`config.mk`:
```
export PLATFORM = sky130hd
export DESIGN_NAME = plot_arbiter
export DESIGN_NICKNAME = d
export VERILOG_FILES = /design/src/rtl/vga_pkg.sv /design/src/rtl/burst_counter.sv /design/src/rtl/plot_arbiter.sv
export SDC_FILE = /design/constraint.sdc
export NUM_CORES = 1
export LEC_CHECK = 0
export BUFFER_PORTS_ARGS = -buffer_cell sky130_fd_sc_hd__buf_4
export CORE_ASPECT_RATIO = 1.75
export CORE_MARGIN = 5
export CORE_UTILIZATION = 41
export DETAILED_ROUTE_END_ITERATION = 16
export PLACE_DENSITY_LB_ADDON = 0.08
export SYNTH_ARGS = -nofsm -noshare
export SYNTH_HDL_FRONTEND = slang
export SYNTH_HIERARCHICAL = 1
export SYNTH_SLANG_ARGS = --single-unit
```
`constraint.sdc`:
```
create_clock -name clock -period 2.6 [get_ports clock]
set_input_delay 0.13 -clock clock [delete_from_list [all_inputs] [get_ports clock]]
set_output_delay 0.13 -clock clock [all_outputs]
set_load 0.1 [all_outputs]
```
`src/rtl/vga_pkg.sv`:
```
// Shared VGA geometry constants, pixel bundle and plot-arbiter state encoding.
package vga_pkg;
  localparam int X_W      = 8;
  localparam int Y_W      = 7;
  localparam int C_W      = 3;
  localparam int SCREEN_W = 160;
  localparam int SCREEN_H = 120;

  typedef enum logic [1:0] {
    ST_IDLE = 2'd0,
    ST_OWN0 = 2'd1,
    ST_OWN1 = 2'd2
  } arb_state_e;

  typedef struct packed {
    logic [X_W-1:0] x;
    logic [Y_W-1:0] y;
    logic [C_W-1:0] c;
  } pixel_t;
endpackage

```
`src/rtl/burst_counter.sv`:
```
// Counts accepts within one ownership tenure; saturates at MAX_BURST-1 and flags it.
module burst_counter #(
  parameter int MAX_BURST = 16
) (
  input  logic clock,
  input  logic resetb,
  input  logic clear,
  input  logic incr,
  output logic terminal
);
  // 8 bits covers the full legal MAX_BURST range (up to 255)
  localparam logic [7:0] LAST = 8'(MAX_BURST - 1);

  logic [7:0] cnt_q, cnt_d;

  always_comb begin
    cnt_d = cnt_q;
    if (clear)                      cnt_d = '0;
    else if (incr && cnt_q != LAST) cnt_d = cnt_q + 8'd1;
  end

  always_ff @(posedge clock or negedge resetb) begin
    if (!resetb) cnt_q <= '0;
    else         cnt_q <= cnt_d;
  end

  assign terminal = (cnt_q == LAST);
endmodule

```
`src/rtl/plot_arbiter.sv`:
```
// Two-requester pixel arbiter feeding a registered VGA plot port with burst-limited rotation.
// Optional out-of-range pixel suppression and sticky err enabled by PLOT_BOUNDS_CHECK_EN.
module plot_arbiter
  import vga_pkg::*;
#(
  parameter int MAX_BURST = 16
) (
  input  logic           clock,
  input  logic           resetb,
  input  logic           req0,
  input  logic [X_W-1:0] x0,
  input  logic [Y_W-1:0] y0,
  input  logic [C_W-1:0] colour0,
  output logic           gnt0,
  input  logic           req1,
  input  logic [X_W-1:0] x1,
  input  logic [Y_W-1:0] y1,
  input  logic [C_W-1:0] colour1,
  output logic           gnt1,
  output logic [X_W-1:0] vga_x,
  output logic [Y_W-1:0] vga_y,
  output logic [C_W-1:0] vga_colour,
  output logic           vga_plot,
  output logic           err
);
  arb_state_e state_q, state_d;
  logic       last_q, last_d;   // 1 = requester 1 owned last, so 0 wins the next tie
  logic       terminal, cnt_clr, cnt_inc, accept;
  pixel_t     acc_pix, pix_q, pix_d;
  logic       plot_q, plot_d;

  assign gnt0   = (state_q == ST_OWN0) & req0;
  assign gnt1   = (state_q == ST_OWN1) & req1;
  assign accept = gnt0 | gnt1;

  always_comb begin
    state_d = state_q;
    last_d  = last_q;
    cnt_clr = 1'b0;
    cnt_inc = 1'b0;
    case (state_q)
      ST_IDLE: begin
        if (req0 && req1) state_d = last_q ? ST_OWN0 : ST_OWN1;
        else if (req0)    state_d = ST_OWN0;
        else if (req1)    state_d = ST_OWN1;
      end
      ST_OWN0: begin
        if (req0) begin
          if (terminal && req1) state_d = ST_OWN1;
        end else begin
          state_d = req1 ? ST_OWN1 : ST_IDLE;
        end
      end
      ST_OWN1: begin
        if (req1) begin
          if (terminal && req0) state_d = ST_OWN0;
        end else begin
          state_d = req0 ? ST_OWN0 : ST_IDLE;
        end
      end
      default: state_d = ST_IDLE;
    endcase
    // a fresh tenure restarts the burst count even when the last pixel of the old one was accepted
    if (state_d != state_q && state_d != ST_IDLE) begin
      cnt_clr = 1'b1;
      last_d  = (state_d == ST_OWN1);
    end else if (accept) begin
      cnt_inc = 1'b1;
    end
  end

  burst_counter #(.MAX_BURST(MAX_BURST)) u_burst (
    .clock    (clock),
    .resetb   (resetb),
    .clear    (cnt_clr),
    .incr     (cnt_inc),
    .terminal (terminal)
  );

  always_comb begin
    acc_pix = gnt1 ? {x1, y1, colour1} : {x0, y0, colour0};
  end

`ifdef PLOT_BOUNDS_CHECK_EN
  localparam logic [X_W-1:0] X_MAX = X_W'(SCREEN_W - 1);
  localparam logic [Y_W-1:0] Y_MAX = Y_W'(SCREEN_H - 1);
  logic in_range, err_q, err_d;

  assign in_range = (acc_pix.x <= X_MAX) && (acc_pix.y <= Y_MAX);

  always_comb begin
    plot_d = accept & in_range;
    err_d  = err_q | (accept & ~in_range);
  end

  always_ff @(posedge clock or negedge resetb) begin
    if (!resetb) err_q <= 1'b0;
    else         err_q <= err_d;
  end

  assign err = err_q;
`else
  always_comb begin
    plot_d = accept;
  end

  assign err = 1'b0;
`endif

  always_comb begin
    pix_d = plot_d ? acc_pix : pix_q;
  end

  always_ff @(posedge clock or negedge resetb) begin
    if (!resetb) begin
      state_q <= ST_IDLE;
      last_q  <= 1'b1;
      plot_q  <= 1'b0;
      pix_q   <= '0;
    end else begin
      state_q <= state_d;
      last_q  <= last_d;
      plot_q  <= plot_d;
      pix_q   <= pix_d;
    end
  end

  assign vga_x      = pix_q.x;
  assign vga_y      = pix_q.y;
  assign vga_colour = pix_q.c;
  assign vga_plot   = plot_q;
endmodule

```
# Word level (Yosys, flattened, before mapping)
# Cells that the tools add are included.
[totals]
regBits = 30
in_bits = 40
[op_classes]
addsub = 1
n_eq_ne = 6
muxes = 17
n_bitwise = 3
reduce_logical = 8
[ops]
columns = ["operator", "n"]
rows = [
  ["two-way mux 18 bit", 1],
  ["two-way mux 2 bit", 9],
  ["two-way mux 8 bit", 2],
  ["adder 8 x 1 -> 8 bit (second input constant)", 1],
  ["equality test 8 x 4 -> 1 bit (second input constant)", 1],
  ["inequality test 8 x 4 -> 1 bit (second input constant)", 1],
  ["case mux 2 bit (3 select lines)", 1],
  ["logical AND 1 bit", 5],
  ["equality test 2 bit (second input constant)", 2],
  ["two-way mux 1 bit", 4],
  ["nonzero test 2 bit", 2],
  ["bitwise AND 1 bit", 2],
  ["equality test 2 x 1 -> 1 bit (second input constant)", 1],
  ["zero test 2 bit", 1],
  ["inequality test 2 bit", 1],
  ["bitwise OR 1 bit", 1],
]

# Logic depth before layout (Yosys ltp)
# Gate-level depths: netlist of run 1.
[depth]
depth_word = 11
mapped_depth = 7

# Modules after synthesis
# The synthesis of run 1 kept the hierarchy.
[modules_own_cells]
columns = ["mod", "n_inst", "cells_per_inst", "area_per_inst_um2", "seq_area_each_um2"]
rows = [
  ["plot_arbiter", 1, 117, 1188.6, 551.8],
  ["burst_counter", 1, 44, 446.7, 200.2],
]

# Worst setup path before layout of run 1
# OpenSTA, ideal clock, no wires.
[synth_path]
path_kind = "register -> register"
startpoint = "register u_burst.cnt_q[0]"
endpoint = "register u_burst.cnt_q[7]"
arrival_ns = 2.088
required_ns = 2.522
slack_ns = 0.434
path_stages_with_launch = 8
period_less_slack_ns = 2.166
cell_sequence = "dfrtp_1 -> ha_1 -> and4_2 -> clkbuf_1 -> a221oi_2 -> nand4_1 -> or3_1 -> a21oi_1"
[synth_between]
elab_chain_len = 10
word_cells_on_any_way = 19
[synth_rtl]
columns = ["item", "line_no", "rtl"]
rows = [
  ["start, declared", "burst_counter.sv:14", "logic [7:0] cnt_q, cnt_d;"],
  ["start signal, assigned", "burst_counter.sv:24", "else cnt_q <= cnt_d;"],
  ["equality test 8 x 4 -> 1 bit (*)", "burst_counter.sv:27", "assign terminal = (cnt_q == LAST);"],
  ["net terminal", "plot_arbiter.sv:28", "logic terminal, cnt_clr, cnt_inc, accept;"],
  ["logical AND 1 bit, on equally long branches", "plot_arbiter.sv:56, plot_arbiter.sv:49", ""],
  ["two-way mux 2 bit, on equally long branches", "plot_arbiter.sv:56, plot_arbiter.sv:49", ""],
  ["two-way mux 2 bit, on equally long branches", "plot_arbiter.sv:55, plot_arbiter.sv:48", ""],
  ["case mux 2 bit (3 select lines) (*)", "plot_arbiter.sv:41", "case (state_q)"],
  ["inequality test 2 bit or nonzero test 2 bit (tied branches)", "plot_arbiter.sv:64", "if (state_d != state_q && state_d != ST_IDLE) begin"],
  ["logical AND 1 bit (*)", "plot_arbiter.sv:64", ""],
  ["two-way mux 1 bit (*)", "plot_arbiter.sv:64", ""],
  ["net cnt_inc", "plot_arbiter.sv:28", ""],
  ["logical AND 1 bit (*)", "burst_counter.sv:19", "else if (incr && cnt_q != LAST) cnt_d = cnt_q + 8'd1;"],
  ["nonzero test 2 bit (no line) (*)", "-", ""],
]
# Mark *: on every way through the listed nets, which the timed path passes. The rest lies on a longest branch. The select of a mux whose other input is x is not followed.
# A chain may end at the register's enable or synchronous reset.

# Worst setup path after layout of run 1
# Same ends and word-level chain as after synthesis.

==> results.txt, run 1 <==
result of the run: complete, no violations
highest signal layer in the routed design: met4
biggest area contributors in the synthesized netlist: sky130_fd_sc_hd__dfrtp_1, sky130_fd_sc_hd__mux2i_1, sky130_fd_sc_hd__a21oi_1
number of nets in the synthesized netlist: 202
number of antenna cells inserted: 0
final standard cell count with taps included and fillers excluded: 268
cells after synthesis: 161
clock tree root driver cell: sky130_fd_sc_hd__clkbuf_8
crit-path max cell delay: 410 ps
I/O Buffers: 60
Routed Antenna Nets: 0
peak fanout along the critical path: 8
TritonCTS clock tree: built
# Max-Cap Violations: 0
# setup viols final: 0
number of design-rule violations left by the first detailed-router iteration: 42
synthesis warning total: 6
cells on worst reg2reg path: 6
met2 routed WL: 1.90 mm
total number of cells along the worst setup path: 6
Initial Utilization: 0.423
type of the worst setup path: flip-flop to flip-flop
filler instances: 349
routed wirelength normalized by instance count: 14.2 um
min cycle time layout: 2240 ps
required time of the worst setup path: 2800 ps
Setup crit start kind: flip-flop
unrepaired setup endpoints after global routing: false
clock transition time at the flip-flop clock pins of the worst setup and hold paths: 60 ps
cell internal pwr: 1.06 mW
library cell with the largest summed area after synthesis: sky130_fd_sc_hd__dfrtp_1
clock latency on the worst-skew pair: 280 ps
global route total overflow: 0
average vias per placed instance: 5.16
relative contribution of combinational cells to total power: 0.561
Detailed Place HPWL: 2.83 mm
Resized Gates After CTS: 0
DRC violation count after routing: 0
global-route total usage across every layer: 0.144
layout overhead on the synthesized area: 32.3%
post-synth top area share: 0.444
setup TNS after final layout: 0 ps
mean instance size in the synthesized netlist: 10.2 sq um
total via count in the routed design: 1384
number of buffers created by CTS: 5
Routed met1 length: 1.51 mm
worst clock skew: 6.07 ps
most frequent cell after synthesis: sky130_fd_sc_hd__dfrtp_1
gpl congestion: 0.813
crit end category: flip-flop
post-synthesis cell area: 1640 sq um
number of global-route vias before repair: 1319
maximum buffer depth of the clock tree: 2
clock share of power: 0.150
Max VDD drop: 0.000555 V
cell with the largest stage delay on the worst path: sky130_fd_sc_hd__dfrtp_1
Clock Sinks: 30
# H-tree levels: 2
Largest delay share family, worst path: simple AND/OR/NAND/NOR gates
Net Sw Frac: 0.536
Cell Chain, Critical Path: ha_1 > and4_2 > a221oi_2 > nand4_1 > or3_1 > a21oi_1
Synth async-reset ratio: 1.00
power density relative to cell area: 1060 nW/um^2
Final Max Tran Viols: 0
hold violation count in the final report: 0
portion of total power attributed to sequential cells: 0.289
net load switching power: 1.22 mW
Cell variety after synth: 42
DRT Wirelength: 3.79 mm
number of cells in the design after placement: 260
final total power: 2.28 mW
initial antenna violation count: 0
Std-Cell Core Area: 3870 sq um
top-level port count: 62
wire length of the first global-routing pass: 6.11 mm
P_leak: 1.12 nW
most common flop cell mapped by yosys: sky130_fd_sc_hd__dfrtp_1
list of most frequent post-synthesis cells: sky130_fd_sc_hd__dfrtp_1, sky130_fd_sc_hd__a21oi_1, sky130_fd_sc_hd__nor2_1, sky130_fd_sc_hd__mux2i_1, sky130_fd_sc_hd__nand2_1
die outline height: 93.5 um
Arrival @ worst endpoint: 2440 ps
register bit count reported by yosys: 30
worst slack after detailed placement: 382 ps
die width: 57.7 um
drt first pass iters: 4
pin count of the biggest net entering global routing: 38
layout cells sized above 1: 0.368
row count: 30
crit share post-route: 0.861
worst slack on hold paths: 79.7 ps
count of flip-flops with a built-in enable after synthesis: 0
met3 WL post-DR: 277 um
critical path buffer and inverter count: 0
part of the Yosys area used for sequential elements: 0.460
Die Outline Area: 5400 sq um
Total Nets Final: 261
hold crit path type: input pin to flip-flop
depth of the worst hold-timing path: 2
maximum operating frequency: 0.446 GHz
Final Worst Setup Slack: 360 ps
## kinds of logic (layout without fill, tap and decap cells)
logic type,Yosys count,in the layout,synth area share
other cells,1,1,0.00229
simple gates,50,50,0.176
flops,30,30,0.460
fa+ha+maj,1,1,0.00765
mux,20,20,0.125
buf+inv,18,77,0.0689
compound gates,41,41,0.160
## area by class of cell
cell class / instances / area [sq um] / share of cell area
Sequential cell: 30 / 752 / 0.348
Multi-Input combinational cell: 113 / 771 / 0.356
Tap cell: 48 / 60.1 / 0.0278
Timing Repair Buffer: 63 / 475 / 0.220
Inverter: 7 / 26.3 / 0.0121
Clock buffer: 5 / 68.8 / 0.0318
Clock inverter: 2 / 10.0 / 0.00463
## per-stage QoR
step / instance area [sq um] / utilization
after floorplan: 1640 / -
after global routing: 2160 / 0.560
after global placement: 2070 / 0.537
after CTS: 2160 / 0.560
final: 2160 / 0.560
after detailed placement: 2070 / 0.537
## state kept, by name, indices dropped and copies added (netlist names)
name and count:
vga_x 8, vga_plot 1, last_q 1, vga_colour 3, vga_y 7, u_burst/cnt_q 8, state_q 2
## layout by cell type (no fill, tap or decap), types with 2 or more instances in the layout
cell	count
sky130_fd_sc_hd__a21oi_1	24
sky130_fd_sc_hd__nand3b_4	2
sky130_fd_sc_hd__nand2_1	7
sky130_fd_sc_hd__nand3_1	2
sky130_fd_sc_hd__a211oi_1	2
sky130_fd_sc_hd__inv_2	2
sky130_fd_sc_hd__or3_1	3
sky130_fd_sc_hd__nor2_1	21
sky130_fd_sc_hd__dfrtp_1	29
sky130_fd_sc_hd__clkbuf_8	5
sky130_fd_sc_hd__buf_4	62
sky130_fd_sc_hd__mux2i_1	19
sky130_fd_sc_hd__nand2b_1	3
sky130_fd_sc_hd__nand4_1	3
sky130_fd_sc_hd__inv_1	5
sky130_fd_sc_hd__o21ai_0	4
sky130_fd_sc_hd__nor3_1	2
sky130_fd_sc_hd__clkinv_2	2
## routing by layer
metal,vias to the layer above,global-route usage
li1,683,-
met1,636,0.165
met2,56,0.241
met3,9,0.0387
met4,0,0.0696
met5,-,0
## repair_timing
item,CTS,global route
setup endpoints to repair,0,0
endpoints found under the hold margin,29,0
hold buffers,1,0
buffers inserted,0,0
## power groups by stage
stage	Sequential, mW	Combinational [mW]	Clock, mW
final	0.659	1.28	0.343
after global routing	0.678	1.33	0.367
after CTS	0.660	1.29	0.356
after detailed placement	0.669	1.29	0
after global placement	0.661	1.28	0
after floorplan	1.42	0.257	0
## path summary, 6_finish.rpt
kind,start,endpoint,slack [ps]
max in group asynchronous,resetb,last_q,1980
hold reg to reg,u_burst/cnt_q[1],u_burst/cnt_q[1],580
setup reg to reg,u_burst/cnt_q[0],u_burst/cnt_q[7],360
min in group asynchronous,resetb,vga_y[3],310
hold / removal,req0,last_q,80
setup / recovery,u_burst/cnt_q[0],u_burst/cnt_q[7],360
(Power assumes the default switching activity.)
==> run 2, diff against run 1 <==
--- a/config.mk
+++ b/config.mk
@@ -5,6 +5,7 @@
 export SDC_FILE = /design/constraint.sdc
 export NUM_CORES = 1
 export LEC_CHECK = 0
+export ABC_AREA = 1
 export BUFFER_PORTS_ARGS = -buffer_cell sky130_fd_sc_hd__buf_4
 export CORE_ASPECT_RATIO = 1.75
 export CORE_MARGIN = 5
==> run 2 against run 1 <==
Critical path depth rose by 4. Non-clock buffer count fell by 2. Total power rose by 38%. Highest routed layer unchanged. Synthesized cell count rose by 47%. Critical path type unchanged. Design area rose by 4.5%. Wire length rose by 13%. Clock skew fell by 2.8 ps. Largest cell class unchanged. Flip-flop and latch count did not move. Global-route usage rose by 2.2 points. Utilization fell by 0.44 points. First-iteration DRC count fell by 12%.
==> results.txt, run 2 <==
result of the run: complete, no violations
most common flop cell mapped by yosys: sky130_fd_sc_hd__dfrtp_1
Max VDD drop: 0.000906 V
cells after synthesis: 236
Cell variety after synth: 27
most frequent standard cell in the layout excluding fill and tap cells: sky130_fd_sc_hd__nand2_1
worst slack on hold paths: 73.0 ps
filler instances: 426
I/O Buffers: 60
net load switching power: 1.89 mW
number of global-route vias before repair: 1560
number of nets in the synthesized netlist: 277
area of combinational cells with multiple inputs: 786 sq um
Util after Layout: 0.555
Routed Antenna Nets: 0
wire length of the first global-routing pass: 6.91 mm
Cell Chain, Critical Path: nor2_2 > nand2_4 > nand2_8 > inv_4 > nor3_4 > inv_1 > nor2_4 > nor2_4 > nand2_1 > nand2_1
gpl congestion: 0.794
cell with the largest stage delay on the worst path: sky130_fd_sc_hd__dfrtp_1
critical path startpoint: state_q[0]
# setup viols final: 0
layout overhead on the synthesized area: 32.3%
number of design-rule violations left by the first detailed-router iteration: 37
die outline height: 95.4 um
Total Nets Final: 338
layout cells sized above 1: 0.270
pin count of the biggest net entering global routing: 35
hold violation count in the final report: 0
top-level port count: 62
average vias per placed instance: 4.70
clock transition time at the flip-flop clock pins of the worst setup and hold paths: 60 ps
routed wirelength normalized by instance count: 12.5 um
relative contribution of combinational cells to total power: 0.644
Detailed Place HPWL: 3.30 mm
row count: 31
Clock Sinks: 30
mean instance size in the synthesized netlist: 7.24 sq um
global-route total usage across every layer: 0.166
number of buffers created by CTS: 5
type of the worst setup path: flip-flop to flip-flop
library cell with the largest summed area after synthesis: sky130_fd_sc_hd__dfrtp_1
Resized Gates After CTS: 0
clock tree root driver cell: sky130_fd_sc_hd__clkbuf_8
portion of total power attributed to sequential cells: 0.239
cells on worst reg2reg path: 10
post-synth top area share: 0.425
global route total overflow: 0
power density relative to cell area: 1400 nW/um^2
list of most frequent post-synthesis cells: sky130_fd_sc_hd__nand2_1, sky130_fd_sc_hd__nor2_1, sky130_fd_sc_hd__dfrtp_1, sky130_fd_sc_hd__inv_1, sky130_fd_sc_hd__o21ai_1
count of flip-flops with a built-in enable after synthesis: 0
crit-path max cell delay: 440 ps
die width: 58.8 um
clock latency on the worst-skew pair: 280 ps
TritonCTS clock tree: built
worst clock skew: 3.30 ps
register bit count reported by yosys: 30
Setup crit start kind: flip-flop
maximum operating frequency: 0.476 GHz
clock share of power: 0.117
P_leak: 1.27 nW
biggest area contributors in the synthesized netlist: sky130_fd_sc_hd__dfrtp_1, sky130_fd_sc_hd__nand2_1, sky130_fd_sc_hd__nor2_1
Std-Cell Core Area: 4070 sq um
Worst R2R Setup Slack: 500 ps
Arrival @ worst endpoint: 2270 ps
peak fanout along the critical path: 34
final total power: 3.16 mW
DRC violation count after routing: 0
crit end category: flip-flop
# H-tree levels: 2
Worst R2R End: u_burst/cnt_q[7]
most frequent cell after synthesis: sky130_fd_sc_hd__nand2_1
drt first pass iters: 4
number of antenna cells inserted: 0
# Max-Cap Violations: 0
Reg2Reg Launch Point: state_q[0]
hold crit path type: input pin to flip-flop
setup TNS after final layout: 0 ps
crit share post-route: 0.807
Synth async-reset ratio: 1.00
Die Outline Area: 5610 sq um
post-synthesis cell area: 1710 sq um
synthesis warning total: 6
total via count in the routed design: 1621
unrepaired setup endpoints after global routing: false
min cycle time layout: 2100 ps
initial antenna violation count: 0
capture point of the worst path: u_burst/cnt_q[7]
most frequent cells in the layout: sky130_fd_sc_hd__nand2_1, sky130_fd_sc_hd__buf_4, sky130_fd_sc_hd__nor2_1
area of all sequential standard cells: 752 sq um
Initial Utilization: 0.420
number of buffers inserted by post-CTS setup repair: 0
required time of the worst setup path: 2770 ps
number of hold-repair buffers added at the cts stage: 1
DRT Wirelength: 4.30 mm
Final Max Tran Viols: 0
Net Sw Frac: 0.598
launch point of the worst hold path: y1[4]
part of the Yosys area used for sequential elements: 0.440
cell internal pwr: 1.27 mW
maximum buffer depth of the clock tree: 2
## run 2: layout make-up
class / count / area share
clock buffers: 6 / 0.0365
inverters: 31 / 0.0526
flip-flops and latches: 30 / 0.333
well taps: 49 / 0.0271
multi-input cells: 168 / 0.348
repair buffers: 61 / 0.204
## run 2: worst min-delay path by stage
stage                        to  slack [ps]  cells after the start
3_3_place_gp   u_burst/cnt_q[7]          90                      1
2_1_floorplan        state_q[0]        -170                      0
5_1_grt                vga_y[4]          80                      3
4_1_cts                vga_y[4]          60                      3
6_report               vga_y[4]          70                      3
3_5_place_dp   u_burst/cnt_q[7]          90                      1
## run 2: per-layer routing
layer  part of all wire  track usage
met5                  0            0
met4              0.029       0.0851
met2               0.54        0.290
met1               0.37        0.171
met3              0.064       0.0556
## run 2: power groups by stage
stage               Clock [mW]  Combinational [mW]  Sequential [mW]
CTS                      0.386                2.05            0.757
global route             0.403                2.15            0.782
finish                   0.370                2.03            0.755
floorplan                    0               0.605             1.77
global placement             0                2.04            0.760
detailed placement           0                2.05            0.764
## run 2: cells by family (layout without fill, tap and decap cells)
| family | count (synthesis) | after routing | share of synthesized area |
|---|---|---|---|
| and+or+nand+nor | 141 | 141 | 0.371 |
| buffers and inverters | 38 | 98 | 0.100 |
| DFF | 30 | 30 | 0.440 |
| AOI/OAI and AO/OA | 23 | 23 | 0.0688 |
| xor gates and xnor gates | 2 | 2 | 0.0103 |
| adders and majority gates | 1 | 1 | 0.00732 |
| other | 1 | 1 | 0.00219 |
## run 2: through the flow
stage                     area, sq um  worst slack [ps]  instances
final                            2260               501        345
after detailed placement         2170               489        338
after CTS                        2260               476        345
after floorplan                  1710               834        236
after global routing             2260               329        345
after global placement           2170               466        338
## run 2: worst max-delay path: cells and delay by family, from the launching register on
kind                   cells  cell delay [ps]
AND/OR/NAND/NOR            8             1320
flip-flops                 1              440
buffers and inverters      2              220
==> run 3, diff against run 2 <==
--- a/config.mk
+++ b/config.mk
@@ -5,7 +5,7 @@
 export SDC_FILE = /design/constraint.sdc
 export NUM_CORES = 1
 export LEC_CHECK = 0
-export ABC_AREA = 1
+export ABC_AREA = 0
 export BUFFER_PORTS_ARGS = -buffer_cell sky130_fd_sc_hd__buf_4
 export CORE_ASPECT_RATIO = 1.75
 export CORE_MARGIN = 5
==> constraint.sdc (replaced) <==
create_clock -name clock -period 2.2 [get_ports clock]
set_input_delay 0.11 -clock clock [delete_from_list [all_inputs] [get_ports clock]]
set_output_delay 0.11 -clock clock [all_outputs]
set_load 0.1 [all_outputs]
==> run 3 against run 2 <==
Register-to-register slack got worse by 330 ps. First-iteration DRC count fell by 43%. Critical path depth fell by 4. Worst setup slack got worse by 330 ps. Largest cell class unchanged. Sequential power rose by 3.2%. Global-route usage fell by 2.1 points. Total power fell by 13%. Via count fell by 14%. Wire length fell by 13%. Non-clock buffer count rose by 8. Clock skew rose by 2.2 ps.
==> results.txt, run 3 (same netlist as run 1, synthesis figures left out) <==
number of buffers created by CTS: 5
top-level port count: 62
TritonCTS clock tree: built
Arrival @ worst endpoint: 2220 ps
number of antenna cells inserted: 0
area of all sequential standard cells: 753 sq um
required time of the worst setup path: 2390 ps
type of the worst setup path: flip-flop to flip-flop
# H-tree levels: 2
worst slack on hold paths: 66.6 ps
hold crit path type: input pin to flip-flop
result of the run: complete, no violations
routed wirelength normalized by instance count: 13.6 um
worst clock skew: 5.53 ps
Final Worst Setup Slack: 170 ps
gpl congestion: 0.817
crit end category: flip-flop
Max VDD drop: 0.000625 V
final standard cell count with taps included and fillers excluded: 275
filler instances: 340
total via count in the routed design: 1400
number of cells in the design after placement: 263
die outline height: 93.5 um
layout cells sized above 1: 0.388
area of combinational cells with multiple inputs: 783 sq um
most frequent cells in the layout: sky130_fd_sc_hd__buf_4, sky130_fd_sc_hd__dfrtp_1, sky130_fd_sc_hd__a21oi_1
global-route total usage across every layer: 0.144
P_leak: 1.16 nW
Final Max Tran Viols: 0
maximum buffer depth of the clock tree: 2
finished layout cell area: 2230 sq um
pin count of the biggest net entering global routing: 38
initial antenna violation count: 0
clock transition time at the flip-flop clock pins of the worst setup and hold paths: 60 ps
maximum operating frequency: 0.493 GHz
Detailed Place HPWL: 2.83 mm
Setup crit start kind: flip-flop
Total Nets Final: 267
setup TNS after final layout: 0 ps
crit share post-route: 0.923
worst slack after detailed placement: 4.91 ps
layout overhead on the synthesized area: 36.6%
Util after Layout: 0.578
global route total overflow: 0
DRC violation count after routing: 0
DRT Wirelength: 3.75 mm
DP Area: 2100 sq um
hold violation count in the final report: 0
clock latency on the worst-skew pair: 270 ps
number of design-rule violations left by the first detailed-router iteration: 21
Clock Sinks: 30
most frequent standard cell in the layout excluding fill and tap cells: sky130_fd_sc_hd__buf_4
min cycle time layout: 2030 ps
Std-Cell Core Area: 3870 sq um
drt first pass iters: 4
Die Outline Area: 5400 sq um
clock tree root driver cell: sky130_fd_sc_hd__clkbuf_8
# Max-Cap Violations: 0
# setup viols final: 0
wire length of the first global-routing pass: 6.11 mm
power density relative to cell area: 1230 nW/um^2
row count: 30
number of global-route vias before repair: 1348
peak fanout along the critical path: 8
average vias per placed instance: 5.09
final total power: 2.75 mW
die width: 57.7 um
Routed Antenna Nets: 0
Initial Utilization: 0.423
I/O Buffers: 60
==> run 3: cell count changes in the layout (fill, tap and decap cells not counted), moves of 8 or more <==
cell | previous run | this run
sky130_fd_sc_hd__inv_1 | 28 | 5
sky130_fd_sc_hd__a21oi_1 | 2 | 24
sky130_fd_sc_hd__o21ai_1 | 15 | 0
sky130_fd_sc_hd__nand2_1 | 87 | 7
sky130_fd_sc_hd__nand3_1 | 11 | 2
sky130_fd_sc_hd__buf_4 | 60 | 68
sky130_fd_sc_hd__mux2i_1 | 0 | 19
sky130_fd_sc_hd__nor2_1 | 30 | 21
==> run 3: worst paths after layout <==
check,start,endpoint,slack (ps),depth (start not counted)
max,u_burst/cnt_q[0],u_burst/cnt_q[5],170,6
min,req0,last_q,70,2
max reg2reg,u_burst/cnt_q[0],u_burst/cnt_q[5],170,6
min reg2reg,u_burst/cnt_q[1],u_burst/cnt_q[1],570,2
max in group asynchronous,resetb,last_q,1600,2
min in group asynchronous,resetb,vga_y[0],290,2
==> run 3: report_power, final <==
part / total, mW / leakage (nW) / switching, mW / internal, mW
registers: 0.779 / 0.362 / 0.0874 / 0.692
logic: 1.53 / 0.749 / 1.17 / 0.359
clock network: 0.442 / 0.0482 / 0.190 / 0.252
total: 2.75 / 1.16 / 1.45 / 1.30
==> run 3: cell type report <==
class	count	area share
multi-input cells	113	0.351
flip-flops and latches	30	0.337
repair buffers	69	0.233
clock buffers	7	0.0386
well taps	48	0.0269
inverters	7	0.0118
clock inverters	1	0.00224
==> run 3: repair_timing <==
action                     in CTS  in global routing
pin swaps                       0                  3
hold endpoints to repair       29                  0
hold buffers                    1                  0
gates resized for setup         1                  2
buffers inserted                0                  3
setup endpoints to repair       1                  2
cloned                          0                  0
==> run 3: critical path, stage by stage, from the launching register on <==
cell and delay, ps:
sky130_fd_sc_hd__dfrtp_1 400, sky130_fd_sc_hd__ha_1 220, sky130_fd_sc_hd__and4_4 220, sky130_fd_sc_hd__a221oi_4 320
sky130_fd_sc_hd__nand4_1 240, sky130_fd_sc_hd__or3_1 390, sky130_fd_sc_hd__a21oi_1 160
==> run 3: layer usage <==
metal  GRT usage  up-vias  routed length (um)
li1            -      698                   -
met1       0.154      647                1420
met2       0.245       48                1910
met3      0.0539        7                 351
met4      0.0696        0                  67
met5           0        -                   0
